## src/rtl/adc_y_capture_pkg.sv

```systemverilog
// Shared FSM encoding and address-width helper for the adc_y capture buffer.
package adc_y_capture_pkg;

  typedef enum logic [2:0] {
    ST_IDLE  = 3'd0,
    ST_PRE   = 3'd1,
    ST_ARMED = 3'd2,
    ST_POST  = 3'd3,
    ST_READ  = 3'd4
  } state_e;

  function automatic int addr_bits(input int depth);
    return (depth <= 2) ? 1 : $clog2(depth);
  endfunction

endpackage

```

## src/rtl/adc_y_capture_ram.sv

```systemverilog
// Simple dual-port sample RAM: one write port, one registered read port (maps to EBR).
module adc_y_capture_ram #(
  parameter int DATA_BITS = 10,
  parameter int DEPTH     = 256,
  parameter int AW        = 8
) (
  input  logic                 clk_i,
  input  logic                 we_i,
  input  logic [AW-1:0]        waddr_i,
  input  logic [DATA_BITS-1:0] wdata_i,
  input  logic                 re_i,
  input  logic [AW-1:0]        raddr_i,
  output logic [DATA_BITS-1:0] rdata_o
);

  logic [DATA_BITS-1:0] mem_q [DEPTH];
  logic [DATA_BITS-1:0] rdata_q;

  always_ff @(posedge clk_i) begin
    if (we_i) mem_q[waddr_i] <= wdata_i;
    if (re_i) rdata_q <= mem_q[raddr_i];
  end

  assign rdata_o = rdata_q;

endmodule

```

## src/rtl/adc_y_capture.sv

```systemverilog
// Pre/post-trigger capture of the adc_y sample stream into a DEPTH ring, read out oldest-first.
// Optional: define ADC_Y_CAPTURE_AUTO_TRIG_EN to force a trigger after a TMO_BITS sample timeout.
module adc_y_capture
  import adc_y_capture_pkg::*;
#(
  parameter int DATA_BITS = 10,
  parameter int DEPTH     = 256,
  parameter int PRE_TRIG  = 64,
  parameter int TMO_BITS  = 16
) (
  input  logic                 clk,
  input  logic                 rst_n,
  input  logic                 y_valid,
  input  logic [DATA_BITS-1:0] y_data,
  input  logic                 arm,
  input  logic [DATA_BITS-1:0] trig_level,
  input  logic                 trig_rising,
  output logic                 busy,
  output logic                 triggered,
  output logic                 rd_valid,
  input  logic                 rd_ready,
  output logic [DATA_BITS-1:0] rd_data,
  output logic                 rd_last,
  output logic                 done
);

  localparam int AW = addr_bits(DEPTH);
  localparam int CW = AW + 1;
  localparam logic [CW-1:0] PRE_LAST  = CW'(PRE_TRIG - 1);
  localparam logic [CW-1:0] POST_LAST = CW'(DEPTH - PRE_TRIG - 2);
  localparam logic [AW-1:0] PRE_OFS   = AW'(PRE_TRIG);

  state_e               state_q, state_d;
  logic [AW-1:0]        wr_ptr_q, wr_ptr_d, rd_ptr_q, rd_ptr_d, trig_addr_q, trig_addr_d;
  logic [CW-1:0]        cnt_q, cnt_d, iss_q, iss_d;
  logic [DATA_BITS-1:0] prev_q, prev_d, odata_q, odata_d, ram_rdata;
  logic                 prev_ok_q, prev_ok_d, trig_q, trig_d, done_q, done_d;
  logic                 dvld_q, dvld_d, dlast_q, dlast_d, ovld_q, ovld_d, olast_q, olast_d;
  logic                 smp, hit_real, hit_auto, trig_fire;
  logic                 hs, fin, out_free, move, rd_en;

  assign smp = y_valid && (state_q == ST_PRE || state_q == ST_ARMED || state_q == ST_POST);

  always_comb begin
    hit_real = 1'b0;
    if (state_q == ST_ARMED && y_valid && prev_ok_q)
      hit_real = trig_rising ? (prev_q < trig_level && y_data >= trig_level)
                             : (prev_q > trig_level && y_data <= trig_level);
  end

`ifdef ADC_Y_CAPTURE_AUTO_TRIG_EN
  logic [TMO_BITS-1:0] tmo_q, tmo_d;

  // Held at zero outside ARMED, so it restarts on every entry.
  always_comb begin
    tmo_d = tmo_q;
    if (state_q != ST_ARMED) tmo_d = '0;
    else if (y_valid)        tmo_d = tmo_q + 1'b1;
  end

  always_ff @(posedge clk or negedge rst_n) begin
    if (!rst_n) tmo_q <= '0;
    else        tmo_q <= tmo_d;
  end

  assign hit_auto = (state_q == ST_ARMED) && y_valid && (&tmo_q);
`else
  logic unused_tmo_bits;
  assign unused_tmo_bits = (TMO_BITS > 0);
  assign hit_auto = 1'b0;
`endif

  assign trig_fire = hit_real || hit_auto;

  // Readout: RAM output register is a one-deep prefetch in front of the rd_* register.
  assign hs       = ovld_q && rd_ready;
  assign fin      = hs && olast_q;
  assign out_free = !ovld_q || rd_ready;
  assign move     = dvld_q && out_free;
  assign rd_en    = (state_q == ST_READ) && (iss_q != CW'(DEPTH)) && (!dvld_q || move);

  always_ff @(posedge clk or negedge rst_n) begin
    if (!rst_n) state_q <= ST_IDLE;
    else        state_q <= state_d;
  end

  always_comb begin
    state_d = state_q;
    case (state_q)
      ST_IDLE:  if (arm) state_d = (PRE_TRIG == 0) ? ST_ARMED : ST_PRE;
      ST_PRE:   if (smp && cnt_q == PRE_LAST) state_d = ST_ARMED;
      ST_ARMED: if (trig_fire) state_d = (DEPTH - PRE_TRIG - 1 == 0) ? ST_READ : ST_POST;
      ST_POST:  if (smp && cnt_q == POST_LAST) state_d = ST_READ;
      ST_READ:  if (fin) state_d = ST_IDLE;
      default:  state_d = ST_IDLE;
    endcase
  end

  always_comb begin
    busy      = (state_q != ST_IDLE);
    triggered = trig_q;
    rd_valid  = ovld_q;
    rd_data   = odata_q;
    rd_last   = olast_q;
    done      = done_q;
  end

  always_comb begin
    wr_ptr_d    = wr_ptr_q;
    cnt_d       = cnt_q;
    prev_d      = prev_q;
    prev_ok_d   = prev_ok_q;
    trig_addr_d = trig_addr_q;
    trig_d      = trig_q;
    rd_ptr_d    = rd_ptr_q;
    iss_d       = iss_q;
    dvld_d      = dvld_q;
    dlast_d     = dlast_q;
    ovld_d      = ovld_q;
    odata_d     = odata_q;
    olast_d     = olast_q;
    done_d      = 1'b0;
    if (state_q == ST_IDLE && arm) prev_ok_d = 1'b0;
    if (smp) begin
      wr_ptr_d  = wr_ptr_q + 1'b1;
      prev_d    = y_data;
      prev_ok_d = 1'b1;
      cnt_d     = cnt_q + 1'b1;
    end
    if (state_d != state_q) cnt_d = '0;
    if (trig_fire) begin
      trig_addr_d = wr_ptr_q;
      trig_d      = hit_real;
    end
    if (state_q != ST_READ && state_d == ST_READ) begin
      rd_ptr_d = (trig_fire ? wr_ptr_q : trig_addr_q) - PRE_OFS;
      iss_d    = '0;
      dvld_d   = 1'b0;
      ovld_d   = 1'b0;
      olast_d  = 1'b0;
    end
    if (state_q == ST_READ) begin
      if (rd_en) begin
        rd_ptr_d = rd_ptr_q + 1'b1;
        iss_d    = iss_q + 1'b1;
        dlast_d  = (iss_q == CW'(DEPTH - 1));
      end
      dvld_d = rd_en || (dvld_q && !move);
      if (out_free) begin
        ovld_d  = move;
        olast_d = move && dlast_q;
        if (move) odata_d = ram_rdata;
      end
      if (fin) begin
        ovld_d  = 1'b0;
        olast_d = 1'b0;
        dvld_d  = 1'b0;
        trig_d  = 1'b0;
        done_d  = 1'b1;
      end
    end
  end

  always_ff @(posedge clk or negedge rst_n) begin
    if (!rst_n) begin
      wr_ptr_q    <= '0;
      cnt_q       <= '0;
      prev_ok_q   <= 1'b0;
      trig_addr_q <= '0;
      trig_q      <= 1'b0;
      rd_ptr_q    <= '0;
      iss_q       <= '0;
      dvld_q      <= 1'b0;
      dlast_q     <= 1'b0;
      ovld_q      <= 1'b0;
      odata_q     <= '0;
      olast_q     <= 1'b0;
      done_q      <= 1'b0;
    end else begin
      wr_ptr_q    <= wr_ptr_d;
      cnt_q       <= cnt_d;
      prev_ok_q   <= prev_ok_d;
      trig_addr_q <= trig_addr_d;
      trig_q      <= trig_d;
      rd_ptr_q    <= rd_ptr_d;
      iss_q       <= iss_d;
      dvld_q      <= dvld_d;
      dlast_q     <= dlast_d;
      ovld_q      <= ovld_d;
      odata_q     <= odata_d;
      olast_q     <= olast_d;
      done_q      <= done_d;
    end
  end

  // prev_q is only trusted once prev_ok_q is set, so it needs no reset.
  always_ff @(posedge clk) prev_q <= prev_d;

  adc_y_capture_ram #(
    .DATA_BITS(DATA_BITS),
    .DEPTH    (DEPTH),
    .AW       (AW)
  ) u_ram (
    .clk_i  (clk),
    .we_i   (smp),
    .waddr_i(wr_ptr_q),
    .wdata_i(y_data),
    .re_i   (rd_en),
    .raddr_i(rd_ptr_q),
    .rdata_o(ram_rdata)
  );

endmodule

```

## config.mk

```make
export PLATFORM = sky130hd
export DESIGN_NAME = adc_y_capture
export DESIGN_NICKNAME = d
export VERILOG_FILES = /design/src/rtl/adc_y_capture_pkg.sv /design/src/rtl/adc_y_capture_ram.sv /design/src/rtl/adc_y_capture.sv
export SDC_FILE = /design/constraint.sdc
export NUM_CORES = 2
export LEC_CHECK = 0
export ABC_AREA = 0
export BUFFER_PORTS_ARGS = -buffer_cell sky130_fd_sc_hd__clkbuf_2
export CAP_MARGIN = 20
export CORE_MARGIN = 2
export CORE_UTILIZATION = 60
export CTS_CLUSTER_SIZE = 25
export DETAILED_ROUTE_END_ITERATION = 8
export PLACE_DENSITY = 0.81
export SYNTH_ARGS = -nofsm -noshare
export SYNTH_HDL_FRONTEND = slang
export SYNTH_SLANG_ARGS = --single-unit
```

## constraint.sdc

```tcl
create_clock -name clk -period 3.6 [get_ports clk]
set_input_delay 0.36 -clock clk [delete_from_list [all_inputs] [get_ports clk]]
set_output_delay 0.36 -clock clk [all_outputs]
set_load 0.02 [all_outputs]
```

Word level (Yosys, flattened, before mapping)
Memories as Yosys holds them, arrays and structs flattened. A register that Yosys moved wholly into a read port is not among the register bits.
Cells that the tools add are included.
{ "totals": {"register_bits": 72, "memories": 1, "inputBits": 26, "output_inout_bits": 15, "word_cells": 104, "ramBits": 2560} }
{ "memory_table": {"columns": ["memory", "depth", "word_bits", "rd", "rd_clocked_by_memory_dff", "wr", "line", "rtl"], "rows": [
  ["u_ram.mem_q", 256, 10, 1, 1, 1, "adc_y_capture_ram.sv:16", "logic [DATA_BITS-1:0] mem_q [DEPTH];"]
]} }
{ "op_classes": {"eq_ne": 11, "muxes": 37, "add_sub_neg": 5, "order_cmp": 4, "reduce_logical": 31} }
{ "ops": {"columns": ["operator", "n"], "rows": [
  ["9-bit 2-to-1 mux", 5],
  ["8-bit 2-to-1 mux", 4],
  ["1-bit 2-to-1 mux", 22],
  ["9-bit by 1-bit adder with 9-bit output (second input constant)", 2],
  ["9-bit by 8-bit equality test with 1-bit output (second input constant)", 2],
  ["8-bit by 1-bit adder with 8-bit output (second input constant)", 2],
  ["1-bit logical AND", 16],
  ["3-bit 2-to-1 mux", 5],
  ["3-bit one-hot mux with 5 select lines", 1],
  ["10-bit >= comparator", 1],
  ["10-bit > comparator", 1],
  ["10-bit less-or-equal comparator", 1],
  ["10-bit less-than comparator", 1],
  ["9-bit by 6-bit equality test with 1-bit output (second input constant)", 1],
  ["9-bit != test (second input constant)", 1],
  ["8-bit by 7-bit subtractor with 8-bit output (second input constant)", 1],
  ["3-bit by 2-bit equality test with 1-bit output (second input constant)", 2],
  ["3-bit equality test (second input constant)", 2],
  ["2-bit nonzero test", 3],
  ["1-bit logical OR", 5],
  ["3-bit by 1-bit equality test with 1-bit output (second input constant)", 1],
  ["1-bit logical NOT", 3],
  ["3-bit logical NOT", 1],
  ["3-bit != test", 1],
  ["4 further kinds", 4]
]} }

Logic depth before layout (Yosys ltp)
{ "logic_depth": {"word_depth": 13, "mapped_depth": 13, "mapped_depth_nobuf": 10} }

By module
A second synthesis with hierarchy kept.
{ "hier_totals": {"cells_unflattened": 4998, "area_unflattened_um2": 103202.7} }
{ "by_module_without_submodules": {"columns": ["mod", "area_each_um2", "instances", "seq_area_each_um2", "cells_per_inst"], "rows": [
  ["adc_y_capture_ram", 99354.0, 1, 77174.0, 4642],
  ["adc_y_capture", 3848.7, 1, 1851.8, 356]
]} }

Least setup slack after synthesis
Ideal clock, no wire load.
{ "synth_timing": {"kind": "register to register", "start": "reg rd_ptr_q[0]", "end": "reg u_ram.rdata_q[4] (netlist: u_ram.rdata_o[4]), read port of u_ram.mem_q, data pin", "required_time_ns": 3.343, "synth_period_minus_slack_ns": 2.629, "stages_incl_launch_ff": 10, "path_slack_ns": 0.971, "arrival_ns": 2.372, "n_path_buf": 4, "path_cell_list": "dfrtp_1 buf_6 buf_8 buf_6 buf_2 mux4_2 a22oi_1 nand4_1 a221o_1 a32o_1"} }
{ "synth_rtl": {"columns": ["element", "line", "rtl"], "rows": [
  ["from (decl)", "adc_y_capture.sv:34", "logic [AW-1:0] wr_ptr_q, wr_ptr_d, rd_ptr_q, rd_ptr_d, trig_addr_q, trig_addr_d;"],
  ["from (signal assigned)", "adc_y_capture.sv:185", "rd_ptr_q <= rd_ptr_d;"],
  ["to (decl)", "adc_y_capture_ram.sv:17", "logic [DATA_BITS-1:0] rdata_q;"]
]} }

==> results by group <==
Run status
  – Failing checks: DRC, setup timing
  – Outcome: finished with violations

Clocking
  – Clk sinks: 2,642
  – Clk root buf: clkbuf_16
  – Worst skew pair latency: 0.92 ns
  – CTS buffer count: 240
  – Clk buf depth: 3
  – H-tree depth: 4
  – CTS tree: yes
  – Clk slew on worst S/H paths: 0.07 ns

Logic synthesis
  – Unique masters post-synth: 80
  – Primary FF master, synth: edfxtp_1
  – Avg Cell Area, Syn: 20.7 um2
  – EDFF count, synth: 2,580
  – Ys async rst share: 2.35%
  – Synthesized Nets: 5,047
  – Synth Warn #: 0
  – Seq/Total Area, Yosys: 76.6%
  – Synthesized cell area: 0.103 mm2
  – Synth Register Bits: 2,642
  – Post-Syn Instances: 4,991

GRT
  – All-Layer GR Usage: 33.9%
  – First-pass GRT wire length: 416 mm
  – Vias in the first global route: 56,000
  – Initial antenna violation count: 16
  – Largest net degree at the start of global routing: 192
  – Grt ovf: 0

Finish
  – Fraction of final layout cells sized beyond drive strength 1: 25.4%
  – Fillers: 9,683
  – Layout Nets: 5,481
  – Multi-input logic area: 0.0223 mm2
  – Flip-flop and latch area: 0.0790 mm2
  – Post-Route Utilization: 68.1%
  – Post-route insts no fill: 7,886
  – Layout overhead on the synthesized area: 13.0%

Timing
  – Slew Limit Fails: 0
  – Clock Skew: 0.0750 ns
  – Final min period: 3.71 ns
  – Final setup fails: 12
  – Final setup margin: -0.108 ns
  – Slew headroom: 19.7%
  – Worst-Margin Slew: 1.20 ns
  – Crit share post-route: 103%
  – Unrepaired setup endpoints after global routing: no
  – Worst Hold Slack: 0.0875 ns
  – Final hold violations: 0
  – Max Fclk: 270 MHz

Power and ir drop
  – Net Sw Frac: 21.6%
  – Pwr per Cell Area: 532 mW/mm2
  – Reg power frac: 55.4%
  – Worst vdd rail ir drop: 0.000478 V
  – Clk pwr share: 41.2%
  – Switching power: 13.4 mW
  – Internal power: 48.6 mW
  – Combinational group share of total power: 3.5%
  – Lkg Pwr: 36.0 nW

Hold path
  – Hold WC Path Type: in -> async

Worst setup path
  – Critical Path RT: 4.33 ns
  – CP Capture Type: flip-flop
  – Critical path arrival: 4.43 ns
  – CP startpoint kind: flip-flop
  – Setup CP Type: reg -> reg
  – Crit path max fanout: 24

Detailed routing
  – Vias per cell: 7.34
  – DRT iter0 DRCs: 11,100
  – DRC errors left: 1
  – Drt first pass iters: 9
  – Detailed-route via count: 57,900
  – Total Routed Length: 297 mm
  – Routed len/inst: 37.6 um
  – Post-DRT Antenna Nets: 0

Floorplanning
  – Num rows: 152
  – Die height: 419 um
  – Initial Utilization: 60.3%
  – Ports: 41
  – Core Region: 0.171 mm2
  – Die X: 419 um
  – DIE AREA: 0.175 mm2

Place
  – Detailed Place HPWL: 175 mm
  – Place WS: -0.177 ns
  – IO Port Bufs: 40
  – GP Congestion: 0.952
  – Placed cells: 7,361

Run
  – Max-Cap Viols: 0
-- worst max-delay path: stages, from the launching register on --
cell      delay [ns]
dfrtp_4         0.70
nor2_4          0.68
buf_12          0.30
buf_12          0.17
a22oi_1         0.08
buf_4           0.16
a211oi_1        0.72
nor3_1          0.11
or3_1           0.43
o211ai_1        0.14
-- cells in the final DEF, fill, tap and decap left out, types with 34 or more instances in the layout --
| cell type | n |
|---|---|
| a21oi_1 | 100 |
| buf_12 | 56 |
| a221oi_1 | 52 |
| nor3_1 | 34 |
| a211oi_1 | 40 |
| mux2i_1 | 249 |
| nand2_1 | 118 |
| a22oi_1 | 87 |
| clkbuf_1 | 46 |
| clkinv_1 | 62 |
| nor2_1 | 307 |
| clkbuf_16 | 242 |
| edfxtp_1 | 2580 |
| buf_4 | 369 |
| dfrtp_1 | 55 |
| mux4_2 | 539 |
| o21ai_0 | 59 |
| nand3_1 | 41 |
| clkinv_2 | 48 |
-- registers in the layout (all words and copies together), names as in the netlist --
name	count
cnt_q	9
dlast_q	1
done	1
dvld_q	1
iss_q	9
prev_ok_q	1
prev_q	10
rd_data	10
rd_last	1
rd_ptr_q	8
rd_valid	1
state_q	3
trig_addr_q	8
triggered	1
u_ram.mem_q	2560
u_ram.rdata_o	10
wr_ptr_q	8
-- cell type report --
class | count | area share (%)
Sequential cell | 2642 | 67.8
Clock inverter | 162 | 1.35
Antenna cell | 20 | 0.0429
Timing Repair Buffer | 491 | 3.88
Multi-Input combinational cell | 2025 | 19.1
Clock buffer | 288 | 5.34
Inverter | 25 | 0.0826
Tap cell | 2233 | 2.40
-- through the flow --
stage	total power, mW	setup TNS, ns	instance area, um2
global route	63.1	0	117000
detailed placement	37.0	-0.826	108000
CTS	61.9	0	116000
floorplan	35.6	0	103000
finish	62.0	-0.291	117000
global placement	36.9	-0.646	108000
-- power by group through the flow --
stage	Clock [mW]	Combinational, mW	Sequential, mW
final	25.5	2.16	34.3
after global routing	26.6	2.21	34.3
after CTS	25.5	2.05	34.3
after detailed placement	0	2.01	35.0
after global placement	0	1.94	34.9
after floorplan	0	0.781	34.8
-- layer usage --
layer | share of wire, % | wire length (um) | GRT usage, % | up-vias
met2 | 46 | 135000 | 50.7 | 5892
met5 | 0.029 | 85 | 0 | -
met4 | 7.0 | 20700 | 19.9 | 14
li1 | - | - | - | 21700
met1 | 32 | 93600 | 43.4 | 29100
met3 | 16 | 47300 | 12.1 | 1203
-- final timing paths --
kind	from	to	slack (ns)	depth (start not counted)
worst max register to register	rd_ptr_q[2]	u_ram.rdata_o[3]	-0.11	9
max in group asynchronous	rst_n	rd_ptr_q[4]	2.49	3
worst max-delay path	rd_ptr_q[2]	u_ram.rdata_o[3]	-0.11	9
min in group clk	trig_rising	state_q[0]	0.18	5
worst min-delay path	rst_n	state_q[2]	0.09	2
worst min register to register	rd_data[6]	rd_data[6]	0.50	1
-- logic make-up after synthesis --
family,after synthesis,synth area share (%)
buffers and inverters,324,1.86
XOR/XNOR,17,0.144
AND/OR/NAND/NOR,613,2.63
flip-flops,2642,76.6
adder cells (fa/ha/maj),30,0.364
multiplexers,823,14.6
AO/OA/AOI/OAI,542,3.75
-- cells in the mapped netlist, types with 34 or more instances --
cell | number | share of area, %
nand2_1 | 118 | 0.43
dfrtp_1 | 62 | 1.5
a22oi_1 | 88 | 0.64
clkbuf_1 | 119 | 0.43
edfxtp_1 | 2580 | 75
buf_2 | 79 | 0.38
a21oi_1 | 100 | 0.49
nor3_1 | 34 | 0.16
a221oi_1 | 53 | 0.45
mux4_2 | 539 | 12
nand3_1 | 41 | 0.20
nor2_1 | 313 | 1.1
mux2i_1 | 249 | 2.4
buf_6 | 45 | 0.49
o21ai_0 | 59 | 0.29
a211oi_1 | 41 | 0.30
-- what timing repair did --
action / in CTS / in global routing
hold buffers: 12 / 0
setup endpoints to repair: 9 / 24
pin swaps: 0 / 0
setup buffers: 11 / 0
gates resized for setup: 3 / 6
endpoints found under the hold margin: 135 / 0
No activity file was read; power rests on OpenSTA's default activity.
